**config.mk**
```make
export PLATFORM = sky130hd
export DESIGN_NAME = reversalmb_module
export DESIGN_NICKNAME = d
export VERILOG_FILES = /design/src/rtl/reversalmb_module.sv
export SDC_FILE = /design/constraint.sdc
export NUM_CORES = 1
export LEC_CHECK = 0
export CAP_MARGIN = 5
export CORE_AREA = 4 4 82 84
export DETAILED_ROUTE_END_ITERATION = 10
export DIE_AREA = 0 0 86 88
export PLACE_DENSITY = 0.68
export SLEW_MARGIN = 20
export SYNTH_ARGS = -nofsm -noshare
export SYNTH_HDL_FRONTEND = slang
export SYNTH_SLANG_ARGS = --single-unit
```
**constraint.sdc**
```tcl
create_clock -name CLK -period 13.1 [get_ports CLK]
set_input_delay 1.965 -clock CLK [delete_from_list [all_inputs] [get_ports CLK]]
set_output_delay 1.965 -clock CLK [all_outputs]
set_load 0.02 [all_outputs]
```
**src/rtl/reversalmb_module.sv**
```systemverilog
// reversalmb_module: requester-side sequencer for the MBINIT.REVERSALMB step.
// It runs the init / clear-error / pattern / result / done handshake with the
// link partner. It judges lane order from the partner's per-lane result and
// retries once with lane reversal applied if too few lanes passed.
module reversalmb_module #(
  parameter int PASS_THRESHOLD = 9,
  parameter int TIMEOUT_CYCLES = 1023
) (
  input  logic        CLK,
  input  logic        rst_n,
  input  logic        i_start,
  input  logic [3:0]  i_RX_SbMessage,
  input  logic        i_msg_valid,
  input  logic [15:0] i_RX_msg_data,
  input  logic        i_Busy_SideBand,
  input  logic        i_falling_edge_busy,
  input  logic        i_pattern_done,
  output logic [3:0]  o_TX_SbMessage,
  output logic        o_ValidOutDatat_REVERSALMB_Module,
  output logic        o_pattern_en,
  output logic        o_reversal_en,
  output logic        o_trainerror,
  output logic        o_MBINIT_REVERSALMB_end
);

  localparam logic [3:0] INIT_REQ  = 4'b0001;
  localparam logic [3:0] INIT_RSP  = 4'b0010;
  localparam logic [3:0] CLR_REQ   = 4'b0011;
  localparam logic [3:0] CLR_RSP   = 4'b0100;
  localparam logic [3:0] RES_REQ   = 4'b0101;
  localparam logic [3:0] RES_RSP   = 4'b0110;
  localparam logic [3:0] DONE_REQ  = 4'b0111;
  localparam logic [3:0] DONE_RSP  = 4'b1000;

  // The counter restarts at 0 on entry. Matching TIMEOUT_CYCLES-1 therefore
  // fires the ERROR edge exactly TIMEOUT_CYCLES cycles after entering the state.
  localparam logic [10:0] TIMEOUT_LAST = 11'(TIMEOUT_CYCLES - 1);
  localparam logic [5:0]  PASS_TH      = 6'(PASS_THRESHOLD);

  typedef enum logic [4:0] {
    IDLE,
    CHK_INIT, REQ_INIT, WAIT_INIT,
    CHK_CLR,  REQ_CLR,  WAIT_CLR,
    SEND_PAT,
    CHK_RES,  REQ_RES,  WAIT_RES,
    EVAL,
    CHK_DONE, REQ_DONE, WAIT_DONE,
    DONE,
    ERROR
  } state_t;

  state_t      state_q, state_d;
  logic [10:0] cnt_q, cnt_d;
  logic [15:0] result_q, result_d;
  logic        reversal_d;
  logic [4:0]  popcnt;
  logic        pass;
  logic        timed;
  logic        timeout;
  logic [3:0]  exp_rsp;
  logic        rsp_hit;
  logic [3:0]  tx_d;
  logic        valid_d, pat_d, err_d, end_d;

  // Count passing lanes in the latched result; only consulted in EVAL
  always_comb begin
    popcnt = 5'd0;
    for (int i = 0; i < 16; i++) begin
      popcnt = popcnt + {4'd0, result_q[i]};
    end
  end

  assign pass = ({1'b0, popcnt} >= PASS_TH);

  // Response expected in the current WAIT state, plus the timed-state flag
  always_comb begin
    exp_rsp = 4'b0000;
    timed   = 1'b0;
    case (state_q)
      WAIT_INIT: begin exp_rsp = INIT_RSP; timed = 1'b1; end
      WAIT_CLR:  begin exp_rsp = CLR_RSP;  timed = 1'b1; end
      WAIT_RES:  begin exp_rsp = RES_RSP;  timed = 1'b1; end
      WAIT_DONE: begin exp_rsp = DONE_RSP; timed = 1'b1; end
      SEND_PAT:  begin timed = 1'b1; end
      default:   begin exp_rsp = 4'b0000; timed = 1'b0; end
    endcase
  end

  // A response matching the wrong state is simply not a hit (filtered).
  assign rsp_hit = timed && (state_q != SEND_PAT) && i_msg_valid &&
                   (i_RX_SbMessage == exp_rsp);
  assign timeout = timed && (cnt_q == TIMEOUT_LAST);

  // Next-state logic; abort has top priority, a response beats timeout
  always_comb begin
    state_d    = state_q;
    result_d   = result_q;
    reversal_d = o_reversal_en;
    if (!i_start && (state_q != IDLE)) begin
      state_d    = IDLE;
      result_d   = 16'd0;
      reversal_d = 1'b0;
    end else begin
      case (state_q)
        IDLE:      if (i_start && !i_Busy_SideBand) state_d = CHK_INIT;
        CHK_INIT:  if (!i_Busy_SideBand) state_d = REQ_INIT;
        REQ_INIT:  if (i_falling_edge_busy) state_d = WAIT_INIT;
        WAIT_INIT: begin
          if (rsp_hit)      state_d = CHK_CLR;
          else if (timeout) state_d = ERROR;
        end
        CHK_CLR:   if (!i_Busy_SideBand) state_d = REQ_CLR;
        REQ_CLR:   if (i_falling_edge_busy) state_d = WAIT_CLR;
        WAIT_CLR: begin
          if (rsp_hit)      state_d = SEND_PAT;
          else if (timeout) state_d = ERROR;
        end
        SEND_PAT: begin
          if (i_pattern_done) state_d = CHK_RES;
          else if (timeout)   state_d = ERROR;
        end
        CHK_RES:   if (!i_Busy_SideBand) state_d = REQ_RES;
        REQ_RES:   if (i_falling_edge_busy) state_d = WAIT_RES;
        WAIT_RES: begin
          if (rsp_hit) begin
            result_d = i_RX_msg_data;
            state_d  = EVAL;
          end else if (timeout) begin
            state_d = ERROR;
          end
        end
        EVAL: begin
          if (pass) begin
            state_d = CHK_DONE;
          end else if (!o_reversal_en) begin
            // Single retry: reverse the lanes and redo clear-error + pattern.
            reversal_d = 1'b1;
            state_d    = CHK_CLR;
          end else begin
            state_d = ERROR;
          end
        end
        CHK_DONE:  if (!i_Busy_SideBand) state_d = REQ_DONE;
        REQ_DONE:  if (i_falling_edge_busy) state_d = WAIT_DONE;
        WAIT_DONE: begin
          if (rsp_hit)      state_d = DONE;
          else if (timeout) state_d = ERROR;
        end
        DONE:      state_d = DONE;
        ERROR:     state_d = ERROR;
        default:   state_d = IDLE;
      endcase
    end
  end

  // Counter clears on every state change and only runs in timed states
  always_comb begin
    if ((state_d != state_q) || !timed) cnt_d = 11'd0;
    else                                cnt_d = cnt_q + 11'd1;
  end

  // Output decode from the next state so outputs move with the state register
  always_comb begin
    tx_d    = 4'b0000;
    valid_d = 1'b0;
    pat_d   = 1'b0;
    err_d   = 1'b0;
    end_d   = 1'b0;
    case (state_d)
      REQ_INIT: begin tx_d = INIT_REQ; valid_d = 1'b1; end
      REQ_CLR:  begin tx_d = CLR_REQ;  valid_d = 1'b1; end
      REQ_RES:  begin tx_d = RES_REQ;  valid_d = 1'b1; end
      REQ_DONE: begin tx_d = DONE_REQ; valid_d = 1'b1; end
      SEND_PAT: pat_d = 1'b1;
      DONE:     end_d = 1'b1;
      ERROR:    err_d = 1'b1;
      default:  tx_d = 4'b0000;
    endcase
  end

  // State, counter, latched result and registered outputs
  always_ff @(posedge CLK or negedge rst_n) begin
    if (!rst_n) begin
      state_q                           <= IDLE;
      cnt_q                             <= 11'd0;
      result_q                          <= 16'd0;
      o_TX_SbMessage                    <= 4'b0000;
      o_ValidOutDatat_REVERSALMB_Module <= 1'b0;
      o_pattern_en                      <= 1'b0;
      o_reversal_en                     <= 1'b0;
      o_trainerror                      <= 1'b0;
      o_MBINIT_REVERSALMB_end           <= 1'b0;
    end else begin
      state_q                           <= state_d;
      cnt_q                             <= cnt_d;
      result_q                          <= result_d;
      o_TX_SbMessage                    <= tx_d;
      o_ValidOutDatat_REVERSALMB_Module <= valid_d;
      o_pattern_en                      <= pat_d;
      o_reversal_en                     <= reversal_d;
      o_trainerror                      <= err_d;
      o_MBINIT_REVERSALMB_end           <= end_d;
    end
  end

endmodule
```
==> metrics.md, run 1 <==
| Metric | Value |
|---|---|
| Dominant synthesized flop cell | `dfrtp_1` |
| Post-DRT Antenna Nets | `0` |
| Postcts setup bufs | `0` |
| Slew Limit Headroom | `39.2%` |
| Worst Skew | `0.00855 ns` |
| Core area | `5920 um2` |
| CTS Buf Count | `5` |
| Io pins | `36` |
| Gr usage total | `15.7%` |
| Crit start category | `flop` |
| Slew Viols, Final | `0` |
| Root buffer cell | `clkbuf_8` |
| Sequential share of the synthesized area | `35.6%` |
| Via density | `5.40` |
| Tightest Hold Check Type | `flop to flop` |
| Htree depth | `2` |
| Iter 0 DRT Violations | `115` |
| Clk_lat worst skew | `0.29 ns` |
| DIE HEIGHT | `88 um` |
| DIE WIDTH | `86 um` |
| First-pass GRT wire length | `9430 um` |
| Number of synthesized flops with an enable pin | `0` |
| VDD IR-drop max | `95.5 uV` |
| Top-area cell type share of the netlist area | `35.6%` |
| TNS Setup | `0 ns` |
| Overflow after GRT | `0` |
| Synth top area cells | `dfrtp_1, fa_1, mux2i_1` |
| Avg Inst Size Synth | `9.55 um2` |
| Share of cells above drive strength 1 | `11.1%` |
| Synth top cells by count | `dfrtp_1, nor2_1, inv_1` |
| ANT cells | `0` |
| Drt drc | `0` |
| Post-cts resize count | `0` |
| Worst path arrival time | `4.94 ns` |
| Post-synth top area cell | `dfrtp_1` |
| Cell mode on critical path | `fa_1` |
| Final Setup Violations | `0` |
| Pwr/cell area | `134 nW/um2` |
| HPWL after DPL | `4070 um` |
| Antenna violations before repair | `0` |
| Crit path kind | `flop to flop` |
| Starting density of the core | `46.3%` |
| Synth Net Count | `331` |
| IO buf count | `34` |
| Fin crit share | `36.1%` |
| Pleak | `0.00149 uW` |
| Max Buffers Root-to-Sink | `2` |
| Top achievable clock speed | `211 MHz` |
| Top-count cell post-synth | `dfrtp_1` |
| RSZ-0062 raised after global routing | `no` |
| CP max FO | `11` |
| Nets | `357` |
| Mapped cell area | `2740 um2` |
| CTS hold repair buffers | `0` |
| Row count | `28` |
| Drt wl/cell | `14.2 um` |
| Slowest cell on the critical path | `fa_1` |
| Reg clk slew, reported paths | `0.08 ns` |
| Cell count after synthesis | `287` |
| Post-synth ARST share | `100%` |
| Largest net degree at the start of global routing | `40` |
| Worst path required time | `13.31 ns` |
| Vias | `2101` |
| Max incr delay on CP | `0.57 ns` |
| Tot Pwr | `430 uW` |
| Min Clock Period, post-route | `4.73 ns` |
| Final Hold Fails | `0` |
| Yosys reg bits | `39` |
| Ys Warns | `0` |
| CTS tree | `built` |
| Die ar. | `7570 um2` |
| Post-synth cell types | `61` |
| Endpoint class of the critical path | `flop` |
| # clock sinks | `39` |
| Final WL | `5520 um` |
| Max cap viols | `0` |
| Status | `complete, no violations` |
| Number of global-route vias before repair | `2006` |
| Crit path cell chain | `inv_1, fa_1, fa_1, fa_1, fa_1, inv_1, ha_1, inv_1, fa_1, nor4b_1, a22oi_1, o221a_2, a211o_1, o21ai_0, or4_4, nor3_1` |
| Layout area overhead | `16.9%` |
| Global placer's final weighted congestion | `0.862` |
| DRT Pass-1 Iters | `4` |
| Tightest Pin Transition | `0.912 ns` |
registers in the layout, indices dropped and copies added, names as in the netlist:
| name | count |
|---|---|
| o_trainerror | 1 |
| o_reversal_en | 1 |
| o_MBINIT_REVERSALMB_end | 1 |
| state_q | 5 |
| o_pattern_en | 1 |
| result_q | 16 |
| o_TX_SbMessage | 3 |
| cnt_q | 11 |
area by class of cell:
class / instances / area, um2
multi-input combinational: 199 / 1550
tap: 75 / 93.8
sequential: 39 / 976
clock buffer: 6 / 82.6
fill: 558 / 2720
clock inverter: 2 / 35.0
timing repair buffer: 35 / 343
inverter: 33 / 124
metrics by stage:
| stage | instance area, um2 | hold WS, ns | setup slack (ns) | utilization (%) | cells |
|---|---|---|---|---|---|
| 6_report | 3200 | 0.524 | 8.37 | 54.1 | 389 |
| 5_1_grt | 3200 | 0.551 | 8.10 | 54.1 | 389 |
| 4_1_cts | 3200 | 0.527 | 8.34 | 54.1 | 389 |
| 3_5_place_dp | 3090 | 0.513 | 8.38 | 52.1 | 381 |
| 3_3_place_gp | 3090 | 0.507 | 8.45 | 52.1 | 381 |
| 2_1_floorplan | 2740 | 0.481 | 8.59 | - | 287 |
cells in the final DEF (no fill, tap or decap), types with 2 or more instances in the layout:
cell and instances:
o22ai_1 2, nand2b_1 2, mux2i_1 17, nor3_1 4, nor4b_1 3, o31ai_1 5
o211a_1 2, o21ai_0 6, nand2_1 17, or3_1 3, xor2_1 5, dfrtp_1 39
nor3_2 10, nand4_1 2, nor2_1 35, and4_1 2, nor3b_1 2, clkbuf_8 6
and4b_1 2, o21a_1 2, xnor2_1 6, or2_2 3, inv_1 33, a31oi_1 4
a211oi_1 3, ha_1 7, nor2b_1 2, a41oi_1 3, nand3_1 6, a21o_1 3
clkdlybuf4s50_1 33, fa_1 10, a21oi_1 4, or4_1 2
routing by layer:
layer | global-route usage (%) | part of all wire [%] | vias to the layer above
met3 | 3.29 | 4.8 | 7
met2 | 24.4 | 47 | 46
li1 | - | - | 1039
met5 | 0 | 0 | -
met4 | 4.60 | 1.2 | 0
met1 | 22.2 | 47 | 1009
critical path: cells and delay by family, from the launching register on:
family | cells | cell delay [ns]
fa+ha+maj | 6 | 2.59
compound gates | 4 | 0.62
flops | 1 | 0.35
buf+inv | 3 | 0.18
simple gates | 3 | 0.90
report_power, final:
part / internal, uW / leakage (uW) / switching, uW / total (uW)
registers: 128 / 0.000541 / 26.1 / 154
logic: 68.6 / 0.000884 / 102 / 171
clock network: 61.6 / 0.0000612 / 42.7 / 104
worst paths after layout:
check	depth (start not counted)	startpoint	slack (ns)	end
setup / recovery	16	result_q[0]	8.37	cnt_q[10]
hold / removal	1	cnt_q[0]	0.52	cnt_q[0]
setup reg to reg	16	result_q[0]	8.37	cnt_q[10]
hold reg to reg	1	cnt_q[0]	0.52	cnt_q[0]
max in group asynchronous	1	rst_n	10.77	state_q[4]
min in group asynchronous	1	rst_n	1.79	result_q[5]
cells by family (layout without fill, tap and decap cells):
| logic type | count (synthesis) | after routing | share of synthesized area (%) |
|---|---|---|---|
| compound gates | 47 | 47 | 13.6 |
| fa+ha+maj | 17 | 17 | 10.5 |
| mux | 17 | 17 | 6.21 |
| xor+xnor | 11 | 11 | 3.52 |
| simple gates | 106 | 106 | 22.6 |
| other cells | 1 | 1 | 0.137 |
| buf+inv | 49 | 76 | 7.85 |
| flops | 39 | 39 | 35.6 |
No activity file was read; power rests on OpenSTA's default activity.
==> inputs of run 2 (changes only) <==
==> constraint.sdc (replaced) <==
create_clock -name CLK -period 4.4 [get_ports CLK]
set_input_delay 0.66 -clock CLK [delete_from_list [all_inputs] [get_ports CLK]]
set_output_delay 0.66 -clock CLK [all_outputs]
set_load 0.02 [all_outputs]
==> metrics.md, run 2 (synthesized netlist as in run 1, its figures left out) <==
| Metric | Value |
|---|---|
| Status | `complete, but fails checks` |
| Failing checks | `negative setup slack` |
| Starting density of the core | `46.3% (unchanged)` |
| Largest register by flop count | `result_q` |
| Dpl ws | `-0.314 ns (-8.69 ns)` |
| Commonest cells after routing, fill and taps aside | `dfrtp_1, nor2_1, clkdlybuf4s50_1` |
| Reg clk slew, reported paths | `0.08 ns (about the same)` |
| CTS Buf Count | `5 (unchanged)` |
| Global placer's final weighted congestion | `0.827 (-4.0%)` |
| Root buffer cell | `clkbuf_8` |
| Drt drc | `0 (unchanged)` |
| Max reg flops | `16 (unchanged)` |
| IO buf count | `34 (unchanged)` |
| Htree depth | `2 (unchanged)` |
| ANT cells | `0 (unchanged)` |
| Share of cells above drive strength 1 | `17.0% (+5.9 points)` |
| Layout area overhead | `22.8%` |
| Crit start category | `flop` |
| Slew Limit Headroom | `39.0% (-0.18 points)` |
| Flop2flop setup slack | `-0.29 ns (-8.66 ns)` |
| Grt met3 use | `3.10% (-0.19 points)` |
| Overflow after GRT | `0 (unchanged)` |
| Slowest cell on the critical path | `fa_1` |
| DRT Pass-1 Iters | `6 (+2)` |
| Pleak | `0.00158 uW (+6.2%)` |
| # clock sinks | `39 (unchanged)` |
| Tightest Hold Check Type | `input pin to asynchronous set/reset pin` |
| Nets | `366 (+2.5%)` |
| Final Setup Violations | `16 (+16)` |
| DIE WIDTH | `86 um (unchanged)` |
| Min Clock Period, post-route | `4.69 ns (-0.0394 ns)` |
| Pwr/cell area | `411 nW/um2 (+210%)` |
| Number of global-route vias before repair | `2037 (+1.5%)` |
| Antenna violations before repair | `0 (unchanged)` |
| Final cell utilization of the core | `56.8% (+2.7 points)` |
| Gr usage total | `16.0% (+0.26 points)` |
| Fin crit share | `107% (+71 points)` |
| Die ar. | `7570 um2 (unchanged)` |
| Row count | `28 (unchanged)` |
| Worst Skew | `0.00471 ns (-0.00384 ns)` |
| Post-DRT Antenna Nets | `0 (unchanged)` |
| Worst r2r src | `result_q[3]` |
| Hold_ws | `0.485 ns (-0.0391 ns)` |
| GRT met2 Usage | `25.6% (+1.3 points)` |
| Final Hold Fails | `0 (unchanged)` |
| VDD IR-drop max | `299 uV (+210%)` |
| Sequential cell area | `976 um2 (unchanged)` |
| Cell mode on critical path | `fa_1` |
| HPWL after DPL | `4000 um (-1.8%)` |
| Slew Viols, Final | `0 (unchanged)` |
| Via density | `5.32 (-1.6%)` |
| Worst path arrival time | `4.90 ns (-0.04 ns)` |
| Reg-to-Reg End | `o_TX_SbMessage[0]` |
| GR peak layer | `met2` |
| Tot Pwr | `1380 uW (+220%)` |
| Largest net degree at the start of global routing | `40 (unchanged)` |
| CP max FO | `4 (-7)` |
| Iter 0 DRT Violations | `76 (-34%)` |
| Filler cells | `554 (-0.72%)` |
| Drt wl/cell | `14.5 um (+2.2%)` |
| Tightest Pin Transition | `0.915 ns (+0.00268 ns)` |
| Vias | `2116 (+0.71%)` |
| Commonest non-fill, non-tap cell in the layout | `dfrtp_1` |
| Max cap viols | `0 (unchanged)` |
| Worst Reg-to-Reg Cells | `16 (unchanged)` |
| Core area | `5920 um2 (unchanged)` |
| CTS tree | `built` |
| Crit path cell chain | `inv_1, fa_1, fa_1, fa_1, fa_1, inv_1, ha_2, inv_2, fa_2, nor2b_4, a31oi_1, o221a_2, a21o_1, or3_1, a31oi_1, mux2i_1` |
| Endpoint class of the critical path | `flop` |
| Crit path kind | `flop to flop` |
| Multi-input logic area | `1640 um2 (+5.6%)` |
| Max Buffers Root-to-Sink | `2 (unchanged)` |
| Max incr delay on CP | `0.57 ns (about the same)` |
| Final WL | `5770 um (+4.5%)` |
| Top achievable clock speed | `213 MHz (+0.84%)` |
| Largest regs | `result_q (16), cnt_q (11), state_q (5)` |
| First-pass GRT wire length | `9630 um (+2.1%)` |
| TNS Setup | `-2.80 ns (-2.80 ns)` |
| Clk_lat worst skew | `0.29 ns (about the same)` |
| Final WS setup | `-0.291 ns (-8.66 ns)` |
| Worst path required time | `4.61 ns (-8.70 ns)` |
| Met1 GRT Util | `22.3% (+0.099 points)` |
| RSZ-0062 raised after global routing | `yes` |
| Io pins | `36 (unchanged)` |
| DIE HEIGHT | `88 um (unchanged)` |
run 2: critical path, delay by kind of cell, from the launching register on:
family                     cells  cell delay [ns]
muxes                          1             0.23
buffers and inverters          3             0.18
DFF                            1             0.35
adders and majority gates      6             2.66
and+or+nand+nor                2             0.50
AOI/OAI and AO/OA              4             0.71
run 2: worst max path at each step:
stage / start / to / slack (ns)
after floorplan: result_q[11] / cnt_q[2] / -0.09
after global routing: result_q[3] / o_TX_SbMessage[0] / -0.47
final: result_q[3] / o_TX_SbMessage[0] / -0.29
after CTS: result_q[9] / o_TX_SbMessage[0] / -0.35
after detailed placement: result_q[5] / cnt_q[7] / -0.31
after global placement: result_q[5] / cnt_q[10] / -0.23
run 2: what timing repair did:
action | CTS | global route
endpoints found under the setup margin | 16 | 18
pin swaps | 19 | 7
buffers inserted | 1 | 1
resized for setup | 12 | 3
hold buffers | 0 | 0
cloned | 1 | 0
run 2: power by group:
group / total (uW) / switching [uW] / internal [uW]
registers: 460 / 78.5 / 382
clock network: 353 / 127 / 227
logic: 570 / 348 / 222
total: 1380 / 553 / 831
run 2: per-layer routing:
layer / vias up / part of all wire (%)
li1: 1057 / -
met1: 1007 / 47
met2: 47 / 48
met3: 5 / 4.4
met4: 0 / 0.81
met5: - / 0
run 2: per-stage QoR:
step                instances  area [um2]
detailed placement        387        3140
global route              398        3360
global placement          387        3140
floorplan                 287        2750
CTS                       397        3340
finish                    398        3360
run 2: layout make-up:
type                            count  share of cell area [%]
Clock buffer                        6                    2.16
Clock inverter                      2                    1.79
Inverter                           33                    3.68
Multi-Input combinational cell    200                    48.6
Sequential cell                    39                    29.0
Tap cell                           75                    2.79
Timing Repair Buffer               43                    12.0
